==> config.mk <==
export PLATFORM = sky130hd
export DESIGN_NAME = serial_adder_ctrl
export DESIGN_NICKNAME = d
export VERILOG_FILES = /design/src/rtl/serial_adder_ctrl_pkg.sv /design/src/rtl/serial_adder_ctrl_full_adder_4bit.sv /design/src/rtl/serial_adder_ctrl.sv
export SDC_FILE = /design/constraint.sdc
export NUM_CORES = 1
export LEC_CHECK = 0
export CORE_ASPECT_RATIO = 2
export CORE_MARGIN = 2
export CORE_UTILIZATION = 49
export CTS_CLUSTER_SIZE = 24
export DETAILED_ROUTE_END_ITERATION = 8
export HOLD_SLACK_MARGIN = 0.1
export PLACE_DENSITY = 0.82
export REMOVE_ABC_BUFFERS = 1
export SETUP_SLACK_MARGIN = 0.02
export SLEW_MARGIN = 20
export SYNTH_ARGS = -nofsm -noshare
export SYNTH_HDL_FRONTEND = slang
export SYNTH_SLANG_ARGS = --single-unit
==> constraint.sdc <==
create_clock -name clk -period 3.18 [get_ports clk]
set_clock_uncertainty 0.15 [all_clocks]
set_input_delay 0.477 -clock clk [delete_from_list [all_inputs] [get_ports clk]]
set_output_delay 0.477 -clock clk [all_outputs]
set_load 0.05 [all_outputs]
==> src/rtl/serial_adder_ctrl_pkg.sv <==
// Shared definitions for the serial nibble adder: controller states and slice width.
package serial_adder_ctrl_pkg;

  localparam int NIBBLE_W = 4;

  typedef enum logic {
    IDLE = 1'b0,
    RUN  = 1'b1
  } state_e;

  // Nibble index needs at least one bit even when only one slice would be addressed.
  function automatic int idx_width(input int nibbles);
    return (nibbles > 1) ? $clog2(nibbles) : 1;
  endfunction

endpackage

==> src/rtl/serial_adder_ctrl_full_adder_4bit.sv <==
// Combinational 4-bit adder slice shared by the serial controller.
module full_adder_4bit (
  input  logic [3:0] a,
  input  logic [3:0] b,
  input  logic       cin,
  output logic [3:0] sum,
  output logic       cout
);

  assign {cout, sum} = {1'b0, a} + {1'b0, b} + {4'b0000, cin};

endmodule

==> src/rtl/serial_adder_ctrl.sv <==
// Wide add/subtract by stepping one 4-bit slice across the operands, LS nibble first.
module serial_adder_ctrl
  import serial_adder_ctrl_pkg::*;
#(
  parameter int NIBBLES = 4
) (
  input  logic                      clk,
  input  logic                      rst,
  input  logic                      start,
  input  logic                      sub,
  input  logic [NIBBLE_W*NIBBLES-1:0] a,
  input  logic [NIBBLE_W*NIBBLES-1:0] b,
  input  logic                      cin,
  output logic                      busy,
  output logic                      done,
  output logic [NIBBLE_W*NIBBLES-1:0] sum,
  output logic                      cout
);

  localparam int W     = NIBBLE_W * NIBBLES;
  localparam int IDX_W = idx_width(NIBBLES);
  localparam logic [IDX_W-1:0] LAST_IDX = IDX_W'(NIBBLES - 1);

  state_e              state;
  logic [W-1:0]        a_r;
  logic [W-1:0]        b_r;
  logic                carry;
  logic [IDX_W-1:0]    idx;
  logic [IDX_W+1:0]    base;
  logic                accept;
  logic [NIBBLE_W-1:0] slice_a;
  logic [NIBBLE_W-1:0] slice_b;
  logic [NIBBLE_W-1:0] slice_sum;
  logic                slice_cout;

  assign accept  = (state == IDLE) && start;
  assign base    = {idx, 2'b00};
  assign slice_a = a_r[base +: NIBBLE_W];
  assign slice_b = b_r[base +: NIBBLE_W];

  full_adder_4bit u_slice (
    .a    (slice_a),
    .b    (slice_b),
    .cin  (carry),
    .sum  (slice_sum),
    .cout (slice_cout)
  );

  // Operand capture; subtraction stores ~b so the slice computes a + ~b + 1.
  always_ff @(posedge clk) begin
    if (accept) begin
      a_r <= a;
      b_r <= sub ? ~b : b;
    end
  end

  always_ff @(posedge clk or posedge rst) begin
    if (rst) begin
      state <= IDLE;
      busy  <= 1'b0;
      done  <= 1'b0;
      sum   <= '0;
      cout  <= 1'b0;
      carry <= 1'b0;
      idx   <= '0;
    end else begin
      done <= 1'b0;
      case (state)
        IDLE: begin
          if (start) begin
            carry <= sub ? 1'b1 : cin;
            idx   <= '0;
            sum   <= '0;
            busy  <= 1'b1;
            state <= RUN;
          end
        end
        RUN: begin
          sum[base +: NIBBLE_W] <= slice_sum;
          carry                 <= slice_cout;
          if (idx == LAST_IDX) begin
            cout  <= slice_cout;
            done  <= 1'b1;
            busy  <= 1'b0;
            idx   <= '0;
            state <= IDLE;
          end else begin
            idx <= idx + IDX_W'(1);
          end
        end
        default: state <= IDLE;
      endcase
    end
  end

endmodule

Word level (Yosys, flattened, before mapping)
Cells that the tools add are included.
Storage, ports and cells
  bits in registers: 55
  bits of input ports: 37
  output and inout bits: 19
  logic and storage cells: 43
Cells by class
  add/subtract/negate cells: 4
  eq/ne operators: 3
  shift operators: 4
  muxes and demuxes: 18
  bitwise gates (word level): 2
  reduce and logical (&&, ||, !) cells: 3
Operators with widths (number)
  $mux 16: 2
  $pmux 16 s2: 1
  $shiftx 16x5->4: 2
  $bwmux 16: 1
  $not 16->16: 1
  $shift 4x6->16 const A: 1
  $shiftx 4x6->16: 1
  $mux 1: 8
  $neg 4->6: 1
  $pmux 1 s2: 3
  $add 4x4->5: 1
  $add 5x1->5: 1
  $mux 2: 2
  $pmux 2 s2: 1
  $reduce_and 2->1: 2
  $add 2x1->2 const B: 1
  $eq 2x2->1 const B: 1
  $ne 2x1->1 const B: 1
  $ne 2x2->1 const B: 1
  $logic_and 1x1->1: 1
  $not 1->1: 1

Logic depth before layout (Yosys ltp)
Gate-level depths: netlist of the first run.
  depth after elaboration: 6
  gate-level depth with buffers: 7
  depth with buffers taken out: 6

Cells and area by module
A second synthesis of the first run with hierarchy kept.
Unflattened totals
  cells, all modules: 160
  area, all modules: 2537.4 um2
Modules (own cells, without submodules)
  serial_adder_ctrl: instances 1, cells an instance 144, area each 2393.5 um2, sequential area each 1536.5 um2
  full_adder_4bit: instances 1, cells an instance 16, area each 143.9 um2, sequential area each 0.0 um2

Least setup slack after synthesis of the first run
Ideal clock, no wire load.
  path type: input to register
  start: in start
  end: reg a_r[0] (enable)
  setup time: 0.426 ns
  arrival time: 2.245 ns
  data required time: 2.604 ns
  slack: 0.358 ns
  cell stages on the path: 2
  path buffers: 1
  cell sequence: clkbuf_1 nor2b_1
Between the ends
  word-level cells in the longest chain between the ends: 1
Ends and longest elaborated chain
  start: declaration: RTL line serial_adder_ctrl.sv:9  | input logic start,
  $logic_and 1x1->1: RTL line serial_adder_ctrl.sv:36  | assign accept = (state == IDLE) && start;
  net accept: RTL line serial_adder_ctrl.sv:30  | logic accept;
  end signal: assignment: RTL line serial_adder_ctrl.sv:52  | a_r <= a;
  end: declaration: RTL line serial_adder_ctrl.sv:25  | logic [W-1:0] a_r;
The timed path passes the listed nets, and every way through them passes these cells.
A chain may end at the register's enable or synchronous reset.

Worst setup path after layout of the first run
  start: reg idx[0]
  end: reg sum[10]
Between the ends
  word-level cells in the longest chain between the ends: 6
  elaborated cells between the ends (all ways): 9
  classes of those cells: add/sub: 3; shift: 4; mux: 2
Ends and longest elaborated chain
  start: declaration: RTL line serial_adder_ctrl.sv:28  | logic [IDX_W-1:0] idx;
  start signal: assignment: RTL line serial_adder_ctrl.sv:88  | idx <= idx + IDX_W'(1);
  $shiftx 16x5->4, on equally long branches: RTL line serial_adder_ctrl.sv:38, serial_adder_ctrl.sv:39
  $add 4x4->5: RTL line serial_adder_ctrl_full_adder_4bit.sv:10  | assign {cout, sum} = {1'b0, a} + {1'b0, b} + {4'b0000, cin};
  $add 5x1->5: RTL line serial_adder_ctrl_full_adder_4bit.sv:10
  $shiftx 4x6->16: RTL line serial_adder_ctrl.sv:79  | sum[base +: NIBBLE_W] <= slice_sum;
  $bwmux 16 *: RTL line serial_adder_ctrl.sv:79
  $pmux 16 s2 *: RTL line serial_adder_ctrl.sv:68  | case (state)
  end signal: indexed assignment: RTL line serial_adder_ctrl.sv:79
  end: declaration: RTL line serial_adder_ctrl.sv:16  | output logic [NIBBLE_W*NIBBLES-1:0] sum,
Mark *: on every way between the ends. The rest lies on a longest branch, timed or not.

==> results.py, run 1 <==
metrics = {
    "yosys": {
        "synth.most_common_cell": "edfxtp_1",
        "synth_ff_type": "edfxtp_1",
        "syn_area_per_cell_um2": 15.6,
        "synth-seq-cells": 55,
        "ys_types": 30,
        "seq_area_frac_synth_pct": 63.5,
        "syn_area_um2": 2420,
        "yosysTopAreaCell": "edfxtp_1",
        "yosys_warnings": 0,
        "synth.area.top_cells": "edfxtp_1, dfrtp_1, mux4_2, xor2_1, a22o_1",
        "synth_cells": 155,
        "synth_top_area_share_pct": 39.7,
        "synthArstFlopShare_pct": 41.8,
        "synth_commonest_cells": "edfxtp_1, dfrtp_1, xor2_1",
        "synth_edf_count": 32,
    },
    "worst_setup_path": {
        "critPathLaunchType": "flop",
        "critPathBufInv": 0,
        "critPathArrivalTime_ns": 2.75,
        "worstSetupPathType": "reg2reg",
        "path_max_fanout": 4,
        "cp.required_ns": 3.29,
        "slowest_stage": "mux4_2",
        "reg2reg_depth": 5,
        "crit_cells": 5,
        "crit_path_max_incr_delay_ns": 0.54,
        "crit_chain": "mux4_2 > fa_1 > fa_1 > xor2_1 > a22o_1",
        "crit_path_frequent_cell": "fa_1",
        "end_kind": "flop",
        "crit_family": "adder cells",
    },
    "cts": {
        "cts-root-buf": "clkbuf_8",
        "clk_pin_slew_ns": 0.09,
        "cts_resized": 0,
        "cts-buffers-inserted": 5,
        "clock_latency_ns": 0.31,
        "holdBufCountCts": 0,
        "cts_tree": "done",
        "cts_setup_buffers": 0,
        "max-clock-path-buffers": 2,
        "htreeDepth": 2,
        "cts.sinks": 55,
    },
    "timing": {
        "clock.fmax_mhz": 378,
        "maxSlewViolCount": 0,
        "rsz0062_at_grt": "no",
        "fin_ws_ns": 0.534,
        "hold_viol_final": 0,
        "fin_crit_sh_pct": 83.2,
        "min_period_ns": 2.65,
        "setup_violations": 0,
        "fin_tns_setup_ns": 0,
        "relSlewSlack_pct": 40.5,
        "holdWs_ns": 0.343,
        "tightest_slew_ns": 0.891,
    },
    "floorplan": {
        "initial_core_util_pct": 50.2,
        "coreArea_um2": 4820,
        "num_rows": 36,
        "dieArea_um2": 5550,
        "ios": 56,
        "die_height_um": 103,
        "dieWidth_um": 53.7,
    },
    "pwr": {
        "netSwitchingFraction_pct": 41.8,
        "p_leak_nw": 1.25,
        "p_comb_share_pct": 50.8,
        "p_int_mw": 1.81,
        "p_seq_share_pct": 34.6,
        "total_power_mw": 3.12,
        "switchingPower_mw": 1.30,
        "powerDensity_nw_per_um2": 992,
        "max-vdd-ir-drop_mv": 0.653,
        "pwr-share-clk_pct": 14.5,
    },
    "grt": {
        "grt_busiest_layer": "met2",
        "grt_pass1_vias": 1559,
        "antenna_found_initial": 0,
        "grt_pass1_wl_mm": 7.16,
        "use_met3_pct": 3.16,
        "grtUsageTotal_pct": 18.5,
        "grt_use_met2_pct": 33.1,
        "grt_max_degree": 34,
        "overflow": 0,
        "grt_use_met1_pct": 19.4,
    },
    "place": {
        "portBuffers": 55,
        "dp_slack_ns": 0.551,
        "detailed_place_hpwl_mm": 3.29,
        "routabilityCongestion": 0.856,
        "dp_cells": 263,
        "dpl_cell_area_um2": 3040,
    },
    "detailed_routing": {
        "drtPass1Iterations": 4,
        "drc": 0,
        "detail_route.vias_per_cell": 5.37,
        "postRouteAntennaNets": 0,
        "drt-total-wl_mm": 4.28,
        "vias": 1455,
        "drt-initial-drc-count": 17,
        "detail_route.wl_per_cell_um": 15.8,
    },
    "cells_and_area": {
        "fin_cells": 271,
        "final_util_pct": 65.2,
        "num-fill-cells": 342,
        "fin_nets": 259,
        "fin_area_um2": 3140,
        "drive_above_1_share_pct": 9.81,
        "num_antenna_cells": 0,
        "area_delta_synth_final_pct": 29.8,
    },
    "job": {
        "drv_cap": 0,
    },
    "min_path": {
        "min_path_type": "reg2reg",
        "hold_depth": 2,
    },
    "run_status": {
        "outcome": "completed",
    },
}
==> flip-flops by register name, summed over array words and instances (netlist names) <==
name,cells
busy,1
sum,16
a_r,16
cout,1
state,1
b_r,16
done,1
carry,1
idx,2
==> layout make-up <==
| cell class | instances | area (um^2) | share of cell area (%) |
|---|---|---|---|
| flip-flops and latches | 55 | 1540 | 48.9 |
| multi-input cells | 88 | 836 | 26.6 |
| repair buffers | 58 | 573 | 18.2 |
| clock buffers | 7 | 76.3 | 2.43 |
| well taps | 57 | 71.3 | 2.27 |
| clock inverters | 1 | 30.0 | 0.956 |
| inverters | 5 | 18.8 | 0.597 |
==> worst paths after layout <==
kind | slack, ns | endpoint | from
min reg2reg | 0.34 | sum[15]$_DFFE_PP0P_ | sum[15]$_DFFE_PP0P_
max reg2reg | 0.53 | sum[10]$_DFFE_PP0P_ | idx[0]$_DFFE_PP0P_
min in group asynchronous | 0.50 | done$_DFF_PP0_ | rst
min | 0.34 | sum[15]$_DFFE_PP0P_ | sum[15]$_DFFE_PP0P_
max in group asynchronous | 1.83 | sum[3]$_DFFE_PP0P_ | rst
max | 0.53 | sum[10]$_DFFE_PP0P_ | idx[0]$_DFFE_PP0P_
==> cells by family (layout without fill, tap and decap cells) <==
group,Yosys count,in the layout,synth area share [%]
DFF,55,55,63.5
and+or+nand+nor,25,25,5.68
AOI/OAI and AO/OA,24,24,7.80
xor gates and xnor gates,17,17,6.15
muxes,13,13,9.51
buffers and inverters,12,71,2.12
adders and majority gates,9,9,5.27
==> power groups by stage <==
stage / clock (mW) / combinational [mW] / sequential (mW)
6_report: 0.453 / 1.59 / 1.08
4_1_cts: 0.463 / 1.59 / 1.08
2_1_floorplan: 0 / 0.720 / 1.44
5_1_grt: 0.493 / 1.72 / 1.10
3_3_place_gp: 0 / 1.55 / 1.09
3_5_place_dp: 0 / 1.58 / 1.10
==> placed cells by master, fill, tap and decap left out, types with 5 or more instances in the layout <==
cell,n
dfrtp_1,23
edfxtp_1,32
xor2_1,17
a22o_1,12
nand2_1,9
mux2i_1,5
mux4_2,8
clkbuf_8,5
ha_1,7
clkdlybuf4s50_1,55
==> per-layer routing <==
layer / wire length (um) / up-vias
li1: - / 697
met1: 1470 / 699
met2: 2520 / 50
met3: 171 / 9
met4: 119 / 0
met5: 0 / -
==> tightest hold or removal path, cell delays in order, from the launching register on <==
cell	delay (ns)
dfrtp_1	0.35
nand2_1	0.06
o31ai_2	0.05
(Power assumes the default switching activity.)
==> run 2, diff against run 1 <==
- CORE_UTILIZATION: 49 -> 45
- PLACE_DENSITY: 0.82 -> 0.8
- clock period: 3.18 -> 2.3 ns (I/O delays scaled with it)
==> run 2 against run 1 <==
The run now ends with setup timing left. Setup slack lost 0.65 ns. Die area up 8.4%. Sequential share of layout area down 1.4 points. Cell count increased by 3.3%. Critical path depth up 1. Sequential power rose by 34%. Hold slack lost 0.12 ns. First-iteration DRC count rose by 24%. Power up 44%. Routed wire length increased by 3.4%. Critical path type unchanged. Highest routed layer unchanged.
==> results.py, run 2 (synthesis results as in run 1) <==
metrics = {
    "detailed_routing": {
        "postRouteAntennaNets": 0,
        "drt-initial-drc-count": 21,
        "detail_route.wl_per_cell_um": 15.8,
        "drt-total-wl_mm": 4.42,
        "detail_route.vias_per_cell": 5.27,
        "drc": 0,
        "drtPass1Iterations": 4,
        "vias": 1476,
    },
    "cells_and_area": {
        "multi_input_area_um2": 870,
        "fin_nets": 267,
        "num-fill-cells": 385,
        "num_antenna_cells": 0,
        "drive_above_1_share_pct": 17.1,
        "seqCellArea_um2": 1540,
        "reg_top3": "a_r (16), b_r (16), sum (16)",
        "final_cell_mix": "clkdlybuf4s50_1, edfxtp_1, dfrtp_1, xor2_1, a22o_1",
        "fin_cells": 280,
        "mostFrequentLayoutCell": "clkdlybuf4s50_1",
        "area_delta_synth_final_pct": 33.8,
    },
    "pwr": {
        "powerDensity_nw_per_um2": 1380,
        "p_seq_share_pct": 32.4,
        "max-vdd-ir-drop_mv": 1.13,
        "pwr-share-clk_pct": 11.8,
        "netSwitchingFraction_pct": 42.4,
        "p_leak_nw": 1.28,
        "p_int_mw": 2.58,
        "switchingPower_mw": 1.90,
        "p_comb_share_pct": 55.8,
    },
    "cts": {
        "clock_latency_ns": 0.31,
        "cts.sinks": 55,
        "holdBufCountCts": 0,
        "max-clock-path-buffers": 2,
        "clk_pin_slew_ns": 0.10,
        "cts_tree": "done",
        "cts-buffers-inserted": 5,
        "cts-root-buf": "clkbuf_8",
        "htreeDepth": 2,
    },
    "worst_setup_path": {
        "timing.rr.end": "carry$_DFFE_PP0P_",
        "worstSetupPathType": "reg2reg",
        "reg2reg_from": "idx[0]$_DFFE_PP0P_",
        "crit_path_end": "carry$_DFFE_PP0P_",
        "cp.required_ns": 2.35,
        "reg2reg_depth": 6,
        "critPathLaunchType": "flop",
        "reg2reg_slack_ns": -0.12,
        "path_max_fanout": 3,
        "slowest_stage": "mux4_2",
        "crit_path_frequent_cell": "fa_2",
        "crit_path_max_incr_delay_ns": 0.55,
        "end_kind": "flop",
        "startpoint": "idx[0]$_DFFE_PP0P_",
        "critPathArrivalTime_ns": 2.47,
        "crit_chain": "mux4_2 > fa_2 > fa_2 > a21o_1 > a21oi_2 > mux2i_1",
    },
    "place": {
        "detailed_place_hpwl_mm": 3.50,
        "dp_cells": 272,
        "portBuffers": 55,
        "dp_slack_ns": -0.312,
        "routabilityCongestion": 0.793,
    },
    "grt": {
        "grtUsageTotal_pct": 16.5,
        "overflow": 0,
        "antenna_found_initial": 0,
        "grt_max_degree": 34,
        "grt_pass1_vias": 1605,
        "grt_pass1_wl_mm": 7.53,
    },
    "timing": {
        "setup_violations": 14,
        "maxSlewViolCount": 0,
        "fin_ws_ns": -0.119,
        "holdWs_ns": 0.226,
        "hold_viol_final": 0,
        "min_period_ns": 2.42,
        "fin_crit_sh_pct": 105,
        "tightest_slew_ns": 0.517,
        "clock.fmax_mhz": 413,
        "relSlewSlack_pct": 65.2,
        "rsz0062_at_grt": "yes",
    },
    "run_status": {
        "violations": "setup timing",
        "outcome": "finished, violations left",
    },
    "floorplan": {
        "initial_core_util_pct": 46.7,
        "num_rows": 37,
        "die_height_um": 108,
        "ios": 56,
        "dieArea_um2": 6020,
        "coreArea_um2": 5180,
        "dieWidth_um": 55.9,
    },
    "min_path": {
        "min_path_type": "in2async",
    },
    "job": {
        "drv_cap": 0,
    },
}
[run 2: critical path: cells and delay by family (launching register included)]
kind                       cells  cell delay, ns
DFF                            1            0.43
adders and majority gates      2            0.77
muxes                          2            0.64
AOI/OAI and AO/OA              2            0.32
[run 2: power by group through the flow]
stage               Sequential, mW  Combinational, mW  Clock, mW
finish                        1.45               2.50      0.529
global route                  1.48               2.68      0.593
CTS                           1.46               2.49      0.547
detailed placement            1.47               2.40          0
global placement              1.46               2.35          0
floorplan                     1.99              0.995          0
[run 2: cell type report]
cell class	count	share of cell area [%]
Sequential cell	55	47.5
Multi-Input combinational cell	88	26.8
Timing Repair Buffer	66	20.2
Tap cell	58	2.24
Clock buffer	5	2.12
Clock inverter	3	0.579
Inverter	5	0.579
[run 2: how the worst min path moves through the flow]
stage / endpoint / from / depth (start not counted)
6_report: sum[9]$_DFFE_PP0P_ / rst / 3
5_1_grt: idx[1]$_DFFE_PP0P_ / rst / 3
4_1_cts: sum[8]$_DFFE_PP0P_ / rst / 3
3_5_place_dp: sum[3]$_DFFE_PP0P_ / sum[3]$_DFFE_PP0P_ / 2
3_3_place_gp: sum[3]$_DFFE_PP0P_ / sum[3]$_DFFE_PP0P_ / 2
2_1_floorplan: busy$_DFFE_PP0P_ / rst / 1
[run 2: metrics by stage]
| stage | util, % | total power, mW | TNS, ns | cell area [um^2] |
|---|---|---|---|---|
| 6_report | 62.5 | 4.48 | -0.875 | 3240 |
| 5_1_grt | 62.5 | 4.75 | -1.91 | 3240 |
| 4_1_cts | 62.3 | 4.49 | -1.13 | 3230 |
| 3_5_place_dp | 60.0 | 3.87 | -3.37 | 3110 |
| 3_3_place_gp | 60.0 | 3.81 | -2.31 | 3110 |
| 2_1_floorplan | - | 2.99 | -15.50 | 2390 |
[run 2: layer usage]
| layer | vias to the layer above | GRT usage [%] | share of wire (%) |
|---|---|---|---|
| li1 | 715 | - | - |
| met5 | - | 0 | 0 |
| met2 | 57 | 30.7 | 57 |
| met1 | 691 | 17.6 | 36 |
| met4 | 0 | 8.16 | 3.6 |
| met3 | 13 | 2.76 | 4.0 |
[run 2: what timing repair did]
item / 4_1_cts / 5_1_grt
endpoints found under the setup margin: 14 / 14
gates resized for setup: 9 / 1
pin swaps: 7 / 6
buffers inserted: 1 / 0
gates cloned: 0 / 0
